### src/rtl/multi_stage_synchronizer.sv
`default_nettype none
// ============================================================================
// Module      : multi_stage_synchronizer
// Description : WIDTH-channel N-flop CDC synchronizer with per-channel
//               stability filter and registered rise/fall/changed pulses.
//               Optional SYNC_GLITCH_CNT_EN adds a saturating glitch counter.
// Revision    : 1.0 - initial release
// ============================================================================
module multi_stage_synchronizer #(
    parameter int               WIDTH         = 1,
    parameter int               SYNC_STAGES   = 2,
    parameter int               FILTER_CYCLES = 0,
    parameter logic [WIDTH-1:0] RESET_VALUE   = {WIDTH{1'b0}}
) (
    input  logic             clk,
    input  logic             rst,
    input  logic [WIDTH-1:0] in,
    output logic [WIDTH-1:0] out,
    output logic [WIDTH-1:0] rise,
    output logic [WIDTH-1:0] fall,
    output logic             changed
`ifdef SYNC_GLITCH_CNT_EN
    ,
    output logic [15:0]      glitch_cnt
`endif
);

    localparam int                 c_CNT_W = (FILTER_CYCLES > 0) ? $clog2(FILTER_CYCLES + 1) : 1;
    localparam logic [c_CNT_W-1:0] c_FILT  = c_CNT_W'(FILTER_CYCLES);

    if (SYNC_STAGES < 2) begin : g_bad_stages
        $error("multi_stage_synchronizer: SYNC_STAGES must be >= 2");
    end

    (* ASYNC_REG = "TRUE" *) logic [WIDTH-1:0] r_sync [SYNC_STAGES];
    logic [c_CNT_W-1:0] r_cnt     [WIDTH];
    logic [c_CNT_W-1:0] w_cnt_nxt [WIDTH];
    logic [WIDTH-1:0]   w_s_last;
    logic [WIDTH-1:0]   w_differ;
    logic [WIDTH-1:0]   w_out_nxt;

    assign w_s_last = r_sync[SYNC_STAGES-1];

    // Pure shift chain: nothing but the next stage may sample these flops.
    always_ff @(posedge clk or posedge rst) begin
        if (rst) begin
            for (int k = 0; k < SYNC_STAGES; k++) begin
                r_sync[k] <= RESET_VALUE;
            end
        end else begin
            r_sync[0] <= in;
            for (int k = 1; k < SYNC_STAGES; k++) begin
                r_sync[k] <= r_sync[k-1];
            end
        end
    end

    // A channel's output follows only after FILTER_CYCLES+1 differing samples.
    always_comb begin
        w_out_nxt = out;
        w_differ  = '0;
        for (int i = 0; i < WIDTH; i++) begin
            w_cnt_nxt[i] = '0;
            w_differ[i]  = w_s_last[i] ^ out[i];
            if (w_differ[i]) begin
                if (r_cnt[i] == c_FILT) begin
                    w_out_nxt[i] = w_s_last[i];
                end else begin
                    w_cnt_nxt[i] = r_cnt[i] + c_CNT_W'(1);
                end
            end
        end
    end

    always_ff @(posedge clk or posedge rst) begin
        if (rst) begin
            for (int i = 0; i < WIDTH; i++) begin
                r_cnt[i] <= '0;
            end
            out     <= RESET_VALUE;
            rise    <= '0;
            fall    <= '0;
            changed <= 1'b0;
        end else begin
            for (int i = 0; i < WIDTH; i++) begin
                r_cnt[i] <= w_cnt_nxt[i];
            end
            out     <= w_out_nxt;
            rise    <= w_out_nxt & ~out;
            fall    <= ~w_out_nxt & out;
            changed <= |(w_out_nxt ^ out);
        end
    end

`ifdef SYNC_GLITCH_CNT_EN
    logic w_reject;

    // A rejection is a partial count abandoned because the sample fell back.
    always_comb begin
        w_reject = 1'b0;
        for (int i = 0; i < WIDTH; i++) begin
            if (!w_differ[i] && (r_cnt[i] != '0)) begin
                w_reject = 1'b1;
            end
        end
    end

    always_ff @(posedge clk or posedge rst) begin
        if (rst) begin
            glitch_cnt <= 16'h0000;
        end else if (w_reject && (glitch_cnt != 16'hFFFF)) begin
            glitch_cnt <= glitch_cnt + 16'd1;
        end
    end
`endif

endmodule
`default_nettype wire

### config.mk
export PLATFORM = sky130hd
export DESIGN_NAME = multi_stage_synchronizer
export DESIGN_NICKNAME = d
export VERILOG_FILES = /design/src/rtl/multi_stage_synchronizer.sv
export SDC_FILE = /design/constraint.sdc
export NUM_CORES = 1
export LEC_CHECK = 0
export ABC_AREA = 1
export CAP_MARGIN = 20
export CORE_AREA = 3 3 40 42
export CTS_CLUSTER_DIAMETER = 50
export DETAILED_ROUTE_END_ITERATION = 10
export DIE_AREA = 0 0 43 45
export GPL_TIMING_DRIVEN = 0
export SLEW_MARGIN = 20
export SYNTH_ARGS = -nofsm -noshare
export SYNTH_HDL_FRONTEND = slang
export SYNTH_SLANG_ARGS = --single-unit
export TNS_END_PERCENT = 100
### constraint.sdc
create_clock -name clk -period 1.1 [get_ports clk]
set_input_delay 0.165 -clock clk [delete_from_list [all_inputs] [get_ports clk]]
set_output_delay 0.165 -clock clk [all_outputs]
set_load 0.05 [all_outputs]
==> metrics.md <==
| Metric | Value |
|---|---|
| Wire per inst | ~9 µm |
| Largest net degree at the start of global routing | 7 |
| Yosys cell types | 4 |
| Gpl congestion | between 0.5 and 0.6 |
| WP buf/inv | 1 |
| Period utilization | 0.969 |
| WP data arrival | roughly 900 ps |
| Reg2Reg Capture Point | out |
| CP Class | flip-flop to primary output |
| Diode count | 0 |
| Clock Skew | ~5.4 ps |
| Number of global-route vias before repair | roughly 150 |
| Area growth syn-to-layout | 41.5% |
| Fin. Hold Viols | 0 |
| Drt total wl | 362 µm |
| Top cell family by delay on the critical path | flip-flops |
| Max VDD drop | 0.000894 V |
| Post-CTS Setup Bufs | 0 |
| Largest stage delay on the critical path | roughly 430 ps |
| Worst Path Required | about 940 ps |
| Post-Synthesis Mean Instance Area | 13.4 µm² |
| Power Dens Cells | 2030 nW/µm² |
| CTS Root Cell | clkbuf_4 |
| Synth warnings | 0 |
| Net count reported at finish | 33 |
| Initial Util | 0.167 |
| Core box area | about 1300 µm² |
| Pins Over Slew Limit | 0 |
| Antenna viol nets, final | 0 |
| Worst Hold Class | primary input to async pin |
| Chip Width | 43 µm |
| H-tree depth | 1 |
| Setup ws final | 34.3 ps |
| Crit path from | out |
| Worst reg2reg setup slack | about 220 ps |
| Most frequent cells in the layout | 6 x inv_1, 5 x dfrtp_1, 4 x clkbuf_4 |
| Drt first pass iters | 2 |
| Post-DP HPWL | approximately 260 µm |
| Sequential share of the synthesized area | 0.702 |
| Register bit total from synthesis | 6 |
| FMAX | 0.938 GHz |
| Final setup violation count | 0 |
| Critical path fanouts, max | 4 |
| Port Buffer Count | 6 |
| Io pins | 7 |
| Clock Sinks | 6 |
| Worst flop-to-flop path startpoint | out |
| Remaining Overflow, GRT | 0 |
| Cells on worst reg2reg path | 4 |
| Tot GR Track Use | 0.0496 |
| Status | finished clean |
| Worst path slowest cell | dfrtp_2 |
| Worst-margin pin slew | about 250 ps |
| # rows | 13 |
| Initial antenna violation count | 0 |
| Via/cell ratio | 3.20 |
| Most common cell after layout, fill and taps aside | inv_1 |
| Post-CTS sizing | 16 |
| Hold_buf cts | 0 |
| Power Total | ~0.61 mW |
| CP Launch Type | flip-flop |
| Number of buffers on the longest clock path | 2 |
| Max cap viols | 0 |
| Die area | 1940 µm² |
| Via count | about 130 |
| Mapped Area | around 210 µm² |
| Share of post-route cells with drive strength above 1 | 0.308 |
| First-pass GRT wire length | slightly below 600 µm |
| Initial DRC Count | 1 |
| CTS tree | done |
| Crit path time final | between 1000 and 1500 ps |
| RSZ-0062 raised after global routing | false |
| Critical path cell sequence | clkbuf_4 |
| Setup TNS | 0 ps |
| Leak pwr | around 0.17 nW |
| Crit end category | primary output |
| Clock latency on the worst-skew pair | about 250 ps |
| Syn Inst Count | 16 |
| CTS buffer count | 3 |
| Slew headroom | 0.833 |
| Reg clk slew, reported paths | approximately 50 ps |
| Mapped Nets | 22 |
| Die height | around 45 µm |
| Worst slack, placed | -254 ps |
| DRC | 0 |
| Final Core Density | 0.236 |
[synth_stat cells]
master	n	area [µm²]
inv_1	6	22.5
ha_1	3	37.5
dfrtp_1	6	150
nand2_1	1	3.75
[kinds of logic (layout without fill, tap and decap cells)]
kind of cell | count (synthesis) | in the layout | synth area share
buffers and inverters | 6 | 16 | 0.105
adder cells (fa/ha/maj) | 3 | 3 | 0.175
AND/OR/NAND/NOR | 1 | 1 | 0.0175
flip-flops | 6 | 6 | 0.702
[area by class of cell]
| type | count | area (µm²) |
|---|---|---|
| Clock buffer | 4 | 26.3 |
| Fill cell | 144 | 982 |
| Tap cell | 15 | 18.8 |
| Inverter | 6 | 22.5 |
| Multi-Input combinational cell | 4 | 41.3 |
| Sequential cell | 6 | 151 |
| Timing Repair Buffer | 6 | 42.5 |
[layer usage]
metal,global-route usage,routed length [µm],vias to the layer above,share of wire
li1,-,-,62,-
met1,0.0446,124,59,0.34
met2,0.0689,173,10,0.48
met3,0.0598,63,0,0.17
met4,0.0181,0,0,0
met5,0,0,-,0
[report_power, final]
part	internal (mW)	switching, mW
registers	0.246	0.0126
logic	0.0324	0.0981
clock network	0.138	0.0872
[sequential cells by signal, summed over array words and instances (netlist names)]
| register | flops |
|---|---|
| changed | 1 |
| fall | 1 |
| out | 1 |
| r_sync | 1 |
| rise | 1 |
| w_s_last | 1 |
[per-stage QoR]
step	instance area, µm²	instances	hold slack, ps
2_1_floorplan	215	16	-44.1
3_3_place_gp	294	37	334
3_5_place_dp	294	37	346
4_1_cts	313	41	118
5_1_grt	303	41	135
6_report	303	41	122
[how the worst max path moves through the flow]
stage | end | slack (ps) | cells after the start
after floorplan | changed | 100 | 3
after global placement | out | -230 | 1
after detailed placement | out | -250 | 1
after CTS | out | -100 | 1
after global routing | out | 0.5 | 1
final | out | 30 | 1
Power figures use the tool's default switching activity.
==> patch 1, RTL diff (same settings) <==
The parameter `SYNC_STAGES` goes from 2 to 4.
--- a/src/rtl/multi_stage_synchronizer.sv
+++ b/src/rtl/multi_stage_synchronizer.sv
@@ -9,5 +9,5 @@
 module multi_stage_synchronizer #(
     parameter int               WIDTH         = 1,
-    parameter int               SYNC_STAGES   = 2,
+    parameter int               SYNC_STAGES   = 4,
     parameter int               FILTER_CYCLES = 0,
     parameter logic [WIDTH-1:0] RESET_VALUE   = {WIDTH{1'b0}}
Behaviour: not the same (Yosys sat finds a counterexample within 4 cycles, from zero or initial values and one cycle with rst high).
==> patch 1 against the unedited design <==
Fmax grew 2.2%. Total power grew 14%. Area after synthesis grew 23%. Routed wire length grew 8.3%. Worst hold slack gained 0.022 ns. Final area grew 17%. Worst setup slack gained 0.023 ns. Sequential cell count grew 2. Largest cell class unchanged. Highest routed layer unchanged.
==> patch 1: results (changes against the unedited design) <==
outcome = completed
Crit-path slowest cell = dfrtp_2
TNS Setup = 0 ns (unchanged)
top post-synthesis cells by area = dfrtp_1, ha_1, inv_1, nand2_1
largest net degree at the start of global routing = 9 (+2)
port bufs = 6 (unchanged)
n_diodes = 0 (unchanged)
post-DP HPWL = 263 um (+1.9%)
CP delay by family, top = flip-flops
H-tree level count = 1 (unchanged)
routability cong. = 0.583 (-2.2%)
skew final = 0.0121 ns (+0.00667 ns)
Max VDD drop = 917 uV (+2.6%)
Max-slew headroom = 81.1% (-2.2 points)
pre-CTS WS = -0.240 ns (+0.0144 ns)
worst-path fanout max = 4 (unchanged)
share of cells above drive strength 1 = 28.6% (-2.2 points)
Min-Delay Path Class = input port to asynchronous set/reset pin
worst path arrival time = 0.88 ns (-0.02 ns)
sequential area share after synthesis = 75.8% (+5.7 points)
DR WL/cell = 9.12 um (+3.3%)
CTS buffer count = 3 (unchanged)
Pre-antenna DRT Iters = 2 (unchanged)
gr usage total = 5.99% (+1.0 points)
Nets = 35 (+6.1%)
syn nets = 24 (+9.1%)
global-route wire length before repair = 683 um (+15%)
Synth async-reset ratio = 100% (unchanged)
Worst-Skew Late Latency = 0.25 ns (about the same)
Leak Pwr = 0.190 nW (+14%)
switching part of the total power = 29.7% (-2.6 points)
Root Driver = clkbuf_4
CTS Buffer Depth = 2 (unchanged)
CP peak stage delay = 0.43 ns (about the same)
yosys warns = 0 (unchanged)
EDFF count, synth = 0 (unchanged)
synth cell count leaders = dfrtp_1, inv_1, ha_1
initial antenna violation count = 0 (unchanged)
vias = 151 (+15%)
max FFs per register = 3
Reg with most FFs = r_sync
DRC = 0 (unchanged)
register clock-pin slew on the reported worst setup and hold paths = 0.06 ns
number of global-route vias before repair = 170 (+12%)
Iter 0 DRT Violations = 1 (unchanged)
synth unique cells = 4 (unchanged)
-- patch 1: changes by cell type after synthesis, sizes merged --
cell | before | now
dfrtp | 6 | 8
-- patch 1: worst paths after layout --
check / from / end / slack [ns] / cells after the start
min: rst / fall / 0.14 / 2
max reg2reg: out / changed / 0.24 / 3
max in group asynchronous: rst / out / 0.72 / 2
max: out / out / 0.06 / 1
min in group clk: r_sync[3] / r_sync[2] / 0.35 / 0
min reg2reg: r_sync[3] / r_sync[2] / 0.35 / 0
-- patch 1: metrics by stage --
stage	area [sq um]	instances	utilization [%]
2_1_floorplan	265	18	-
3_3_place_gp	344	39	26.8
3_5_place_dp	344	39	26.8
4_1_cts	350	43	27.3
5_1_grt	353	43	27.5
6_report	353	43	27.5
-- patch 1: repair_timing --
item                       CTS  global route
setup buffers                0             0
pin swaps                    0             0
resized for setup           20             2
setup endpoints to repair    4             1
-- patch 1: kinds of logic after synthesis --
kind of cell / synth area share, %
simple gates: 1.42
fa+ha+maj: 14.2
buf+inv: 8.53
flops: 75.8
-- patch 1: power groups by stage --
stage	logic, W	clock network (W)	registers, W
after floorplan	0.0000217	0	0.000412
after global placement	0.000145	0	0.000339
after detailed placement	0.000148	0	0.000342
after CTS	0.000132	0.000251	0.000337
after global routing	0.000144	0.000271	0.000340
final	0.000132	0.000235	0.000336
-- patch 1: routing by layer --
| layer | routed length (um) | share of wire, % | GRT usage (%) |
|---|---|---|---|
| met3 | 70 | 18 | 7.97 |
| met4 | 0 | 0 | 3.61 |
| met2 | 204 | 52 | 9.28 |
| met5 | 0 | 0 | 0 |
| met1 | 118 | 30 | 3.50 |
-- patch 1: area by class of cell --
cell class,instances,area [sq um]
timing repair buffer,6,42.5
multi-input combinational,4,41.3
tap,15,18.8
inverter,6,22.5
clock buffer,4,26.3
fill,140,932
sequential,8,201
==> patch 2, RTL diff (config.mk and constraints unchanged) <==
Without the edit above. Register the output `rise` once more, cleared by the reset; this adds one clock of latency there. The other outputs are not delayed to match. Comments in the files are not updated.
--- a/src/rtl/multi_stage_synchronizer.sv
+++ b/src/rtl/multi_stage_synchronizer.sv
@@ -28,4 +28,6 @@
     localparam int                 c_CNT_W = (FILTER_CYCLES > 0) ? $clog2(FILTER_CYCLES + 1) : 1;
     localparam logic [c_CNT_W-1:0] c_FILT  = c_CNT_W'(FILTER_CYCLES);
+
+    logic [WIDTH-1:0] rise_s0;
 
     if (SYNC_STAGES < 2) begin : g_bad_stages
@@ -79,5 +81,5 @@
             end
             out     <= RESET_VALUE;
-            rise    <= '0;
+            rise_s0 <= '0;
             fall    <= '0;
             changed <= 1'b0;
@@ -87,5 +89,5 @@
             end
             out     <= w_out_nxt;
-            rise    <= w_out_nxt & ~out;
+            rise_s0 <= w_out_nxt & ~out;
             fall    <= ~w_out_nxt & out;
             changed <= |(w_out_nxt ^ out);
@@ -115,4 +117,12 @@
 `endif
 
+    always_ff @(posedge clk or posedge rst) begin
+        if (rst) begin
+            rise <= '0;
+        end else begin
+            rise <= rise_s0;
+        end
+    end
+
 endmodule
 `default_nettype wire
Formal check against the unedited RTL: not equivalent (a bounded check fails within 4 cycles, from zero or initial values and one cycle with rst high).
==> patch 2 against the unedited design <==
Sequential cell count rose by 1. Worst setup slack improved by 0.034 ns. Area after synthesis rose by 12%. Final area rose by 8.3%. Total power rose by 6.2%. Routed wire length fell by 9.7%. Synthesized cell count rose by 6.3%. Global-route usage fell by 0.080 points.
==> patch 2: results (changes against the unedited design) <==
CTS Buffer Depth = 2 (unchanged)
H-tree level count = 1 (unchanged)
synth cell count leaders = dfrtp_1, inv_1, ha_1
Max VDD drop = 939 uV (+5.1%)
number of global-route vias before repair = 133 (-13%)
largest net degree at the start of global routing = 8 (+1)
n_diodes = 0 (unchanged)
Iter 0 DRT Violations = 0 (-1)
global-route wire length before repair = 572 um (-3.5%)
CP delay by family, top = flip-flops
routability cong. = 0.547 (-8.2%)
register clock-pin slew on the reported worst setup and hold paths = 0.05 ns (about the same)
initial antenna violation count = 0 (unchanged)
Min-Delay Path Class = input port to asynchronous set/reset pin
r2r worst-path depth = 3 (-1)
Nets = 34 (+3.0%)
Post-CTS Hold Buffers = 0 (unchanged)
Synth async-reset ratio = 100% (unchanged)
Pre-antenna DRT Iters = 1 (-1)
worst-path fanout max = 4 (unchanged)
DR WL/cell = 7.79 um (-12%)
CP peak stage delay = 0.42 ns
skew final = 0.000934 ns (-0.00446 ns)
pre-CTS WS = -0.249 ns (+0.00541 ns)
fillers = 130 (-9.7%)
Worst Max-Slew Pin Slew = 0.250 ns (-0.00125 ns)
synth unique cells = 4 (unchanged)
worst path arrival time = 0.87 ns (-0.03 ns)
switching power = 0.000195 W (-1.3%)
Leak Pwr = 0.180 nW (+7.8%)
number of vias per cell = 3.14 (-1.6%)
share of cells above drive strength 1 = 29.6% (-1.1 points)
syn nets = 23 (+4.5%)
top post-synthesis cells by area = dfrtp_1, ha_1, inv_1, nand2_1
sequential area share after synthesis = 73.3% (+3.1 points)
gr usage total = 4.88% (-0.080 points)
outcome = completed
Crit-path slowest cell = dfrtp_2
Root Driver = clkbuf_4
-- patch 2: cell count changes in the layout (fill, tap and decap cells not counted), sizes merged --
cell,before,now
buf,3,4
clkbuf,5,4
dfrtp,6,7
-- patch 2: logic make-up (layout without fill, tap and decap cells) --
| group | after synthesis | in the layout | synth area share [%] |
|---|---|---|---|
| flops | 7 | 7 | 73.3 |
| simple gates | 1 | 1 | 1.57 |
| buf+inv | 6 | 16 | 9.42 |
| fa+ha+maj | 3 | 3 | 15.7 |
-- patch 2: power by group through the flow --
| stage | clock network (W) | logic (W) | registers, W |
|---|---|---|---|
| final | 0.000223 | 0.000130 | 0.000299 |
| after global routing | 0.000265 | 0.000140 | 0.000302 |
| after CTS | 0.000238 | 0.000135 | 0.000299 |
| after detailed placement | 0 | 0.000148 | 0.000304 |
| after global placement | 0 | 0.000145 | 0.000302 |
| after floorplan | 0 | 0.0000211 | 0.000374 |
-- patch 2: cell type report --
class / count / area [sq um] / area share [%]
flip-flops and latches: 7 / 176 / 53.8
repair buffers: 6 / 42.5 / 13.0
multi-input cells: 4 / 41.3 / 12.6
clock buffers: 4 / 26.3 / 8.02
inverters: 6 / 22.5 / 6.87
well taps: 15 / 18.8 / 5.73
-- patch 2: routing by layer --
layer / up-vias / wire length, um / GRT usage (%)
li1: 66 / - / -
met1: 57 / 158 / 4.71
met2: 9 / 124 / 5.39
met3: 0 / 45 / 7.17
met4: 0 / 0 / 1.81
met5: - / 0 / 0
-- patch 2: through the flow --
step	utilization (%)	std cells	hold slack [ns]	cell area [sq um]
2_1_floorplan	-	17	-0.0317	240
3_3_place_gp	24.8	38	0.336	319
3_5_place_dp	24.8	38	0.346	319
4_1_cts	26.3	42	0.165	338
5_1_grt	25.5	42	0.168	328
6_report	25.5	42	0.157	328
-- patch 2: final timing paths --
path / startpoint / end / slack (ns)
hold reg to reg: r_sync[1] / w_s_last / 0.35
setup / recovery: out / out / 0.07
hold / removal: rst / changed / 0.16
max in group asynchronous: rst / out / 0.72
min in group clk: r_sync[1] / w_s_last / 0.35
setup reg to reg: out / changed / 0.25
-- patch 2: what timing repair did --
action,in CTS,in global routing
setup endpoints to repair,4,2
gates resized for setup,16,6
pin swaps,0,0
